[src/rtl/mem_arb_pkg.sv]
// Shared types and constants for the IFU/LSU memory-port arbiter.
package mem_arb_pkg;

  typedef enum logic [1:0] {
    StIdle = 2'd0,
    StReq  = 2'd1,
    StWait = 2'd2,
    StResp = 2'd3
  } arb_state_e;

  localparam logic REQ_IFU = 1'b0;
  localparam logic REQ_LSU = 1'b1;

  localparam int unsigned DATA_W_DEF = 32;
  localparam int unsigned MASK_W     = DATA_W_DEF / 8;

  function automatic int unsigned mask_w(input int unsigned data_w);
    return data_w / 8;
  endfunction

endpackage

[src/rtl/rr_arbiter2.sv]
// Two-way round-robin grant: on a tie the requester not granted last wins.
module rr_arbiter2
  import mem_arb_pkg::*;
(
  input  logic [1:0] i_valid,       // [REQ_IFU], [REQ_LSU]
  input  logic       i_last_grant,
  output logic       o_grant_valid,
  output logic       o_grant_id
);

  always_comb begin
    o_grant_valid = |i_valid;
    o_grant_id    = REQ_IFU;
    case (i_valid)
      2'b01:   o_grant_id = REQ_IFU;
      2'b10:   o_grant_id = REQ_LSU;
      2'b11:   o_grant_id = ~i_last_grant;
      default: o_grant_id = REQ_IFU;
    endcase
  end

endmodule

[src/rtl/mem_arbiter.sv]
// Shares one memory port between IFU and LSU, one transaction in flight at a time.
// Optional response watchdog enabled by defining MEM_TIMEOUT_EN.
module mem_arbiter
  import mem_arb_pkg::*;
#(
  parameter int unsigned ADDR_W = 32,
  parameter int unsigned DATA_W = DATA_W_DEF
`ifdef MEM_TIMEOUT_EN
  ,
  parameter int unsigned TIMEOUT_CYC = 255
`endif
) (
  input  logic                i_clk,
  input  logic                i_rst_n,
  input  logic                i_ifu_req_valid,
  output logic                o_ifu_req_ready,
  input  logic [ADDR_W-1:0]   i_ifu_addr,
  output logic                o_ifu_resp_valid,
  output logic [DATA_W-1:0]   o_ifu_rdata,
  input  logic                i_lsu_req_valid,
  output logic                o_lsu_req_ready,
  input  logic [ADDR_W-1:0]   i_lsu_addr,
  input  logic                i_lsu_wen,
  input  logic [DATA_W-1:0]   i_lsu_wdata,
  input  logic [DATA_W/8-1:0] i_lsu_wmask,
  output logic                o_lsu_resp_valid,
  output logic [DATA_W-1:0]   o_lsu_rdata,
  output logic                o_mem_req_valid,
  input  logic                i_mem_req_ready,
  output logic [ADDR_W-1:0]   o_mem_addr,
  output logic                o_mem_wen,
  output logic [DATA_W-1:0]   o_mem_wdata,
  output logic [DATA_W/8-1:0] o_mem_wmask,
  input  logic                i_mem_resp_valid,
  input  logic [DATA_W-1:0]   i_mem_rdata
`ifdef MEM_TIMEOUT_EN
  ,
  output logic                o_mem_timeout
`endif
);

  localparam int unsigned MW = mask_w(DATA_W);

  arb_state_e        r_state;
  logic              r_last_grant;
  logic              r_owner;
  logic              r_mem_req_valid;
  logic [ADDR_W-1:0] r_mem_addr;
  logic              r_mem_wen;
  logic [DATA_W-1:0] r_mem_wdata;
  logic [MW-1:0]     r_mem_wmask;
  logic              r_ifu_resp_valid;
  logic              r_lsu_resp_valid;
  logic [DATA_W-1:0] r_ifu_rdata;
  logic [DATA_W-1:0] r_lsu_rdata;

  logic w_grant_valid;
  logic w_grant_id;
  logic w_idle;
  logic w_ifu_hs;
  logic w_lsu_hs;
  logic w_tmo_fire;

  rr_arbiter2 u_rr_arbiter2 (
    .i_valid       ({i_lsu_req_valid, i_ifu_req_valid}),
    .i_last_grant  (r_last_grant),
    .o_grant_valid (w_grant_valid),
    .o_grant_id    (w_grant_id)
  );

  assign w_idle   = (r_state == StIdle);
  assign w_ifu_hs = w_idle & w_grant_valid & (w_grant_id == REQ_IFU);
  assign w_lsu_hs = w_idle & w_grant_valid & (w_grant_id == REQ_LSU);

`ifdef MEM_TIMEOUT_EN
  localparam int unsigned CNT_W = (TIMEOUT_CYC < 256) ? 8 : $clog2(TIMEOUT_CYC + 1);

  logic [CNT_W-1:0] r_tmo_cnt;
  logic             r_mem_timeout;
  logic             w_tmo;

  assign w_tmo      = (r_tmo_cnt >= CNT_W'(TIMEOUT_CYC - 1));
  // A real response or request acceptance in the same cycle beats the watchdog.
  assign w_tmo_fire = w_tmo & (((r_state == StReq) & ~i_mem_req_ready) |
                               ((r_state == StWait) & ~i_mem_resp_valid));

  always_ff @(posedge i_clk or negedge i_rst_n) begin
    if (!i_rst_n) begin
      r_tmo_cnt     <= '0;
      r_mem_timeout <= 1'b0;
    end else begin
      r_mem_timeout <= w_tmo_fire;
      if (w_ifu_hs || w_lsu_hs) begin
        r_tmo_cnt <= '0;
      end else if (((r_state == StReq) || (r_state == StWait)) && (r_tmo_cnt != '1)) begin
        r_tmo_cnt <= r_tmo_cnt + 1'b1;
      end
    end
  end

  assign o_mem_timeout = r_mem_timeout;
`else
  assign w_tmo_fire = 1'b0;
`endif

  always_ff @(posedge i_clk or negedge i_rst_n) begin
    if (!i_rst_n) begin
      r_state          <= StIdle;
      r_last_grant     <= REQ_LSU;
      r_owner          <= REQ_IFU;
      r_mem_req_valid  <= 1'b0;
      r_mem_addr       <= '0;
      r_mem_wen        <= 1'b0;
      r_mem_wdata      <= '0;
      r_mem_wmask      <= '0;
      r_ifu_resp_valid <= 1'b0;
      r_lsu_resp_valid <= 1'b0;
      r_ifu_rdata      <= '0;
      r_lsu_rdata      <= '0;
    end else begin
      case (r_state)
        StIdle: begin
          if (w_ifu_hs || w_lsu_hs) begin
            r_state         <= StReq;
            r_mem_req_valid <= 1'b1;
            r_owner         <= w_grant_id;
            r_last_grant    <= w_grant_id;
            if (w_lsu_hs) begin
              r_mem_addr  <= i_lsu_addr;
              r_mem_wen   <= i_lsu_wen;
              r_mem_wdata <= i_lsu_wdata;
              r_mem_wmask <= i_lsu_wmask;
            end else begin
              r_mem_addr  <= i_ifu_addr;
              r_mem_wen   <= 1'b0;
              r_mem_wdata <= '0;
              r_mem_wmask <= '0;
            end
          end
        end
        StReq: begin
          if (i_mem_req_ready) begin
            r_mem_req_valid <= 1'b0;
            r_state         <= StWait;
          end else if (w_tmo_fire) begin
            r_mem_req_valid  <= 1'b0;
            r_state          <= StResp;
            r_ifu_resp_valid <= (r_owner == REQ_IFU);
            r_lsu_resp_valid <= (r_owner == REQ_LSU);
            if (r_owner == REQ_IFU) r_ifu_rdata <= '0;
            else                    r_lsu_rdata <= '0;
          end
        end
        StWait: begin
          if (i_mem_resp_valid || w_tmo_fire) begin
            r_state          <= StResp;
            r_ifu_resp_valid <= (r_owner == REQ_IFU);
            r_lsu_resp_valid <= (r_owner == REQ_LSU);
            if (r_owner == REQ_IFU) r_ifu_rdata <= i_mem_resp_valid ? i_mem_rdata : '0;
            else                    r_lsu_rdata <= i_mem_resp_valid ? i_mem_rdata : '0;
          end
        end
        StResp: begin
          r_ifu_resp_valid <= 1'b0;
          r_lsu_resp_valid <= 1'b0;
          r_state          <= StIdle;
        end
        default: r_state <= StIdle;
      endcase
    end
  end

  assign o_ifu_req_ready  = w_ifu_hs;
  assign o_lsu_req_ready  = w_lsu_hs;
  assign o_ifu_resp_valid = r_ifu_resp_valid;
  assign o_lsu_resp_valid = r_lsu_resp_valid;
  assign o_ifu_rdata      = r_ifu_rdata;
  assign o_lsu_rdata      = r_lsu_rdata;
  assign o_mem_req_valid  = r_mem_req_valid;
  assign o_mem_addr       = r_mem_addr;
  assign o_mem_wen        = r_mem_wen;
  assign o_mem_wdata      = r_mem_wdata;
  assign o_mem_wmask      = r_mem_wmask;

endmodule

[config.mk]
export PLATFORM = sky130hd
export DESIGN_NAME = mem_arbiter
export DESIGN_NICKNAME = d
export VERILOG_FILES = /design/src/rtl/mem_arb_pkg.sv /design/src/rtl/rr_arbiter2.sv /design/src/rtl/mem_arbiter.sv
export SDC_FILE = /design/constraint.sdc
export NUM_CORES = 1
export LEC_CHECK = 0
export BUFFER_PORTS_ARGS = -buffer_cell sky130_fd_sc_hd__clkbuf_2
export CAP_MARGIN = 10
export CORE_ASPECT_RATIO = 1.5
export CORE_MARGIN = 5
export CORE_UTILIZATION = 42
export CTS_CLUSTER_SIZE = 12
export DETAILED_ROUTE_END_ITERATION = 6
export GPL_TIMING_DRIVEN = 1
export PLACE_DENSITY = 0.74
export SLEW_MARGIN = 20
export SYNTH_ARGS = -nofsm -noshare
export SYNTH_HDL_FRONTEND = slang
export SYNTH_SLANG_ARGS = --single-unit
[constraint.sdc]
create_clock -name i_clk -period 1.6 [get_ports i_clk]
set_clock_uncertainty 0.05 [all_clocks]
set_input_delay 0.08 -clock i_clk [delete_from_list [all_inputs] [get_ports i_clk]]
set_output_delay 0.08 -clock i_clk [all_outputs]
set_load 0.1 [all_outputs]
==> out/metrics.yaml, run 1 <==
status: "finished, violations left"
violations: "setup timing"
layout_commonest_cell: "clkbuf_2"
place_hpwl_um: 12100
syn_nets: 533
startpoint_type: "register"
port_buffers: 276
synth.area.mux_share: 0.130
clkSinkCount: 140
final_nets: 976
yosysWarnings: 0
die_area_um2: 15900
synth_cell_types: 27
detail_route.wl_per_cell_um: 20.4
syn_inst: 389
ant_nets: 0
root_buffer: "clkbuf_16"
end_kind: "output pin"
setup_violations: 65
ys_ff_latch: 140
worstSetupPathType: "reg -> out"
slew_headroom: 0.616
cts_tree: "yes"
rsz0062_at_grt: "true"
timing.hold.worst.class: "in -> reg"
syn_to_final_growth_pct: 72.7
clk-insertion-delay-late_ns: 0.40
num_rows: 52
yosysTopAreaCellShare: 0.617
crit_slowest_cell: "dfrtp_1"
synth_top_family_by_area: "compound AO/OA/AOI/OAI gates"
setup_slack_ns: -0.156
antenna_found_initial: 1
gp_congestion: 0.792
required_ns: 1.47
min_period_ns: 1.76
drv_cap: 0
timing_hold_violations_final: 0
initial_core_util: 0.423
coreArea_um2: 13300
route.detailed.drc: 0
htreeDepth: 4
drive_above_1_share: 0.513
synthSimpleGateAreaFrac: 0.0253
max_freq_ghz: 0.569
cts_inserted_buffers: 17
synth_xor_area_frac: 0
arrival_ns: 1.63
firstDrtPassIters: 4
grt_pass1_wl_um: 31400
first_global_vias: 6066
die_w_um: 105
postPlaceCellArea_um2: 7480
synth_area_leaders: "dfrtp_1 (62%), mux2_2 (13%), a22o_1 (9.3%)"
synth_compound_area_frac: 0.183
drtIter0Drc: 195
post-route-period-util: 1.10
nFillCells: 834
ios: 277
synthAdderAreaFrac: 0.0111
vias: 5364
die_h_um: 152
yosysTopAreaCell: "dfrtp_1"
slowest_delay_ns: 0.40
avgViaCountPerCell: 5.33
yosysSeqAreaShare: 0.621
syn-cell-area_um2: 5640
worstPathMaxFanout: 5
wl_um: 20600
synth_area_per_cell_um2: 14.5
final_cell_mix: "clkbuf_2 (273), dfrtp_1 (139), dlygate4sd3_1 (134)"
grt_max_degree: 47
final_cell_area_um2: 9750
tightest_slew_ns: 0.579
path_cells: "inv_2, ha_4, nand2_4, nor2_4, buf_12, buf_16"
clk_path_buf_depth: 2
grtUsageTotal: 0.245
clk_pin_slew_ns: 0.06
grt_overflow: 0
slew_viol_final: 0
repair_timing:
item | 4_1_cts | 5_1_grt
gates cloned | 1 | 4
hold endpoints to repair | 272 | 0
setup endpoints to repair | 138 | 131
hold buffers | 134 | 0
setup buffers | 8 | 7
pin swaps | 4 | 5
resized for setup | 12 | 20
worst max-delay path: cells and delay by family, from the launching register on:
family                   cells  cell delay [ns]
buffers and inverters        3             0.41
flip-flops                   1             0.40
AND/OR/NAND/NOR              2             0.21
adder cells (fa/ha/maj)      1             0.19
Yosys cell counts:
cell type / n
o21a_1: 1
nand2_1: 2
o21bai_1: 19
a221oi_1: 1
a21o_1: 2
o32a_1: 1
dfrtp_1: 139
and2_0: 9
inv_1: 5
a221o_1: 13
and2_1: 5
a21oi_1: 1
nor2_2: 1
mux2_2: 65
a22o_1: 60
o2bb2ai_1: 20
nand3_1: 2
o21ai_2: 1
buf_2: 24
buf_4: 2
nor2b_1: 2
nor2_1: 3
dfstp_2: 1
ha_1: 5
clkbuf_1: 3
and2b_1: 1
o22ai_1: 1
flip-flops by register name, summed over array words and instances, names as in the netlist:
register	flops
o_ifu_rdata	32
o_lsu_rdata	32
o_mem_addr	32
o_mem_wdata	32
o_mem_wmask	4
r_state	2
o_ifu_resp_valid	1
o_lsu_resp_valid	1
o_mem_req_valid	1
o_mem_wen	1
r_last_grant	1
r_owner	1
layer usage:
metal	vias to the layer above	track usage	routed length [um]
met5	-	0	0
met4	0	0.124	899
met3	73	0.0611	1230
met2	277	0.439	11400
met1	2659	0.264	7010
li1	2355	-	-
cell type report:
class                           instances  area, um^2  share of cell area
Timing Repair Buffer                  453        3350               0.344
Inverter                                5        18.8             0.00193
Clock buffer                           17         425              0.0437
Multi-Input combinational cell        215        2120               0.217
Clock inverter                         14         121              0.0125
Tap cell                              162         203              0.0208
Sequential cell                       140        3500               0.360
Antenna cell                            1        2.50            0.000257
through the flow:
step / hold WS (ns) / std cells / util / TNS [ns] / worst slack (ns)
2_1_floorplan: -0.266 / 389 / - / 0 / 0.00740
3_3_place_gp: -0.0124 / 823 / 0.561 / -5.86 / -0.0672
3_5_place_dp: 0.00629 / 823 / 0.561 / -19.70 / -0.215
4_1_cts: 0.117 / 997 / 0.714 / -2.54 / -0.159
5_1_grt: 0.133 / 1007 / 0.731 / -8.19 / -0.211
6_report: 0.121 / 1007 / 0.731 / -3.11 / -0.156
path summary, 6_finish.rpt:
check	endpoint	from	cells after the start	slack (ns)
hold / removal	o_mem_req_valid$_DFFE_PN0P_	i_mem_req_ready	4	0.12
min in group asynchronous	o_mem_wdata[15]$_DFFE_PN0P_	i_rst_n	2	0.13
max in group asynchronous	r_last_grant$_DFFE_PN1P_	i_rst_n	3	0.74
setup / recovery	o_lsu_req_ready	r_state[0]$_DFFE_PN0P_	6	-0.16
hold reg to reg	o_ifu_rdata[20]$_DFFE_PN0P_	o_ifu_rdata[20]$_DFFE_PN0P_	1	0.45
setup reg to reg	o_mem_addr[11]$_DFFE_PN0P_	r_state[1]$_DFFE_PN0P_	7	-0.12
logic make-up after synthesis:
| logic type | Yosys count |
|---|---|
| adder cells (fa/ha/maj) | 5 |
| buffers and inverters | 34 |
| AO/OA/AOI/OAI | 120 |
| AND/OR/NAND/NOR | 25 |
| flip-flops | 140 |
| multiplexers | 65 |
Power of run 1 is left out: the tool's default activity adds up to more than one toggle a clock period on the data nets, which glitch-free logic cannot reach.
==> run 2: changes to the inputs <==
--- a/config.mk
+++ b/config.mk
@@ -7,13 +7,15 @@
 export LEC_CHECK = 0
 export BUFFER_PORTS_ARGS = -buffer_cell sky130_fd_sc_hd__clkbuf_2
 export CAP_MARGIN = 10
+export CELL_PAD_IN_SITES_DETAIL_PLACEMENT = 1
+export CELL_PAD_IN_SITES_GLOBAL_PLACEMENT = 1
 export CORE_ASPECT_RATIO = 1.5
 export CORE_MARGIN = 5
-export CORE_UTILIZATION = 42
+export CORE_UTILIZATION = 32
 export CTS_CLUSTER_SIZE = 12
 export DETAILED_ROUTE_END_ITERATION = 6
 export GPL_TIMING_DRIVEN = 1
-export PLACE_DENSITY = 0.74
+export PLACE_DENSITY = 0.73
 export SLEW_MARGIN = 20
 export SYNTH_ARGS = -nofsm -noshare
 export SYNTH_HDL_FRONTEND = slang
==> run 2 against run 1 <==
Compared with the run above: the flow still finishes with violations (setup timing); final area rose by 3.1%; sequential share of layout area fell by 1.1 points; first-iteration DRC count rose by 26%; utilization fell by 15 points; critical path depth rose by 1; die area rose by 29%; maximum frequency fell by 2.1%; worst hold slack improved by 0.019 ns; final cell count rose by 6.1%; count of clock-buffer cells in the layout rose by 1; setup slack got worse by 0.038 ns; via count rose by 3.5%; critical endpoint is now o_mem_addr[9]$_DFFE_PN0P_; largest cell class unchanged.
==> out/metrics.yaml, run 2 (synthesized netlist as in run 1, its figures left out) <==
status: "finished, violations left"
violations: "setup timing"
clk-insertion-delay-late_ns: 0.41
grt_max_degree: 74
setup_violations: 120
final_nets: 983
grt_pass1_wl_um: 37700
port_buffers: 276
avgViaCountPerCell: 5.20
worst_path_most_repeated_cell: "buf_6"
final_util: 0.579
worstPathMaxFanout: 9
crit_slowest_cell: "dfrtp_1"
clk_pin_slew_ns: 0.07
min_period_ns: 1.79
place_hpwl_um: 13900
ant_nets: 0
slew_viol_final: 0
final_cell_area_um2: 10000
worstSetupPathType: "reg -> reg"
timing_hold_violations_final: 0
firstDrtPassIters: 4
wl_um: 25300
drv_cap: 0
crit_family: "compound AO/OA/AOI/OAI gates"
coreArea_um2: 17300
antenna_found_initial: 3
clkSinkCount: 140
startpoint_type: "register"
die_w_um: 118
grtUsageTotal: 0.236
htreeDepth: 4
drtIter0Drc: 245
gp_congestion: 0.790
arrival_ns: 2.04
required_ns: 1.85
path_buf_inv: 3
clk_path_buf_depth: 2
cts_inserted_buffers: 17
detail_route.wl_per_cell_um: 23.7
slowest_delay_ns: 0.40
rsz0062_at_grt: "true"
first_global_vias: 6405
die_area_um2: 20400
max_freq_ghz: 0.557
layout_commonest_cell: "clkbuf_2"
slew_headroom: 0.608
fin_hold_ws_ns: 0.140
setup_slack_ns: -0.194
grt_overflow: 0
cts_tree: "yes"
path_cells: "inv_2, ha_4, buf_6, buf_6, o21ai_2, and2_1, a221o_1"
tightest_slew_ns: 0.590
post-route-period-util: 1.12
route.detailed.drc: 0
timing.hold.worst.class: "in -> reg"
initial_core_util: 0.325
vias: 5552
die_h_um: 173
syn_to_final_growth_pct: 78.1
root_buffer: "clkbuf_16"
postPlaceCellArea_um2: 7460
num_rows: 59
final_cell_mix: "clkbuf_2 (273), dfrtp_1 (139), dlygate4sd3_1 (135)"
finalSetupTns_ns: -8.98
end_kind: "register"
drive_above_1_share: 0.522
ios: 277
==> run 2: cell count changes in the layout (fill, tap and decap cells not counted), moves of 2 or more <==
cell,before,now
mux2_4,1,17
o2bb2ai_2,3,0
mux2_2,64,48
and2_4,0,5
buf_6,5,11
and2_0,9,5
o2bb2ai_1,16,20
diode_2,1,3
buf_12,16,9
o21ai_2,0,2
buf_16,1,8
bufinv_16,1,4
clkinv_2,5,3
==> run 2: metrics by stage <==
step | setup slack [ns] | cells
floorplan | 0.00740 | 389
global placement | -0.0808 | 872
detailed placement | -0.202 | 872
CTS | -0.175 | 1054
global route | -0.233 | 1068
finish | -0.194 | 1068
==> run 2: worst min-delay path, cell delays in order <==
cell and delay [ns]:
clkbuf_2 0.10, nor2b_4 0.14, a221oi_4 0.05, mux2_4 0.19
==> run 2: layout make-up <==
cell class                 instances  area (um^2)
tap                              213          267
fill                            1744         7300
clock inverter                    14          191
multi-input combinational        217         2190
antenna                            3         7.51
inverter                           5         18.8
sequential                       140         3500
clock buffer                      18          439
timing repair buffer             458         3420
==> run 2: timing repair <==
item	4_1_cts	5_1_grt
cloned	6	3
pin swaps	5	13
buffers inserted	9	10
endpoints found under the hold margin	273	0
resized for setup	32	38
setup endpoints to repair	139	98
hold buffers	135	0
==> run 2: final timing paths <==
kind,from,endpoint,depth (start not counted),slack [ns]
worst max-delay path,r_state[0]$_DFFE_PN0P_,o_mem_addr[9]$_DFFE_PN0P_,7,-0.19
worst min-delay path,i_mem_req_ready,r_state[1]$_DFFE_PN0P_,4,0.14
worst max register to register,r_state[0]$_DFFE_PN0P_,o_mem_addr[9]$_DFFE_PN0P_,7,-0.19
worst min register to register,o_mem_wdata[21]$_DFFE_PN0P_,o_mem_wdata[21]$_DFFE_PN0P_,1,0.45
max in group asynchronous,i_rst_n,o_mem_wdata[2]$_DFFE_PN0P_,3,0.72
min in group asynchronous,i_rst_n,o_mem_addr[7]$_DFFE_PN0P_,3,0.21
==> run 2: metal layers <==
metal	part of all wire	vias up	track usage	wire length (um)
met5	0	-	0	0
met4	0.051	0	0.134	1290
met2	0.56	262	0.435	14100
met3	0.047	83	0.0513	1180
li1	-	2388	-	-
met1	0.34	2819	0.242	8670
Power of run 2 is left out for the same reason.
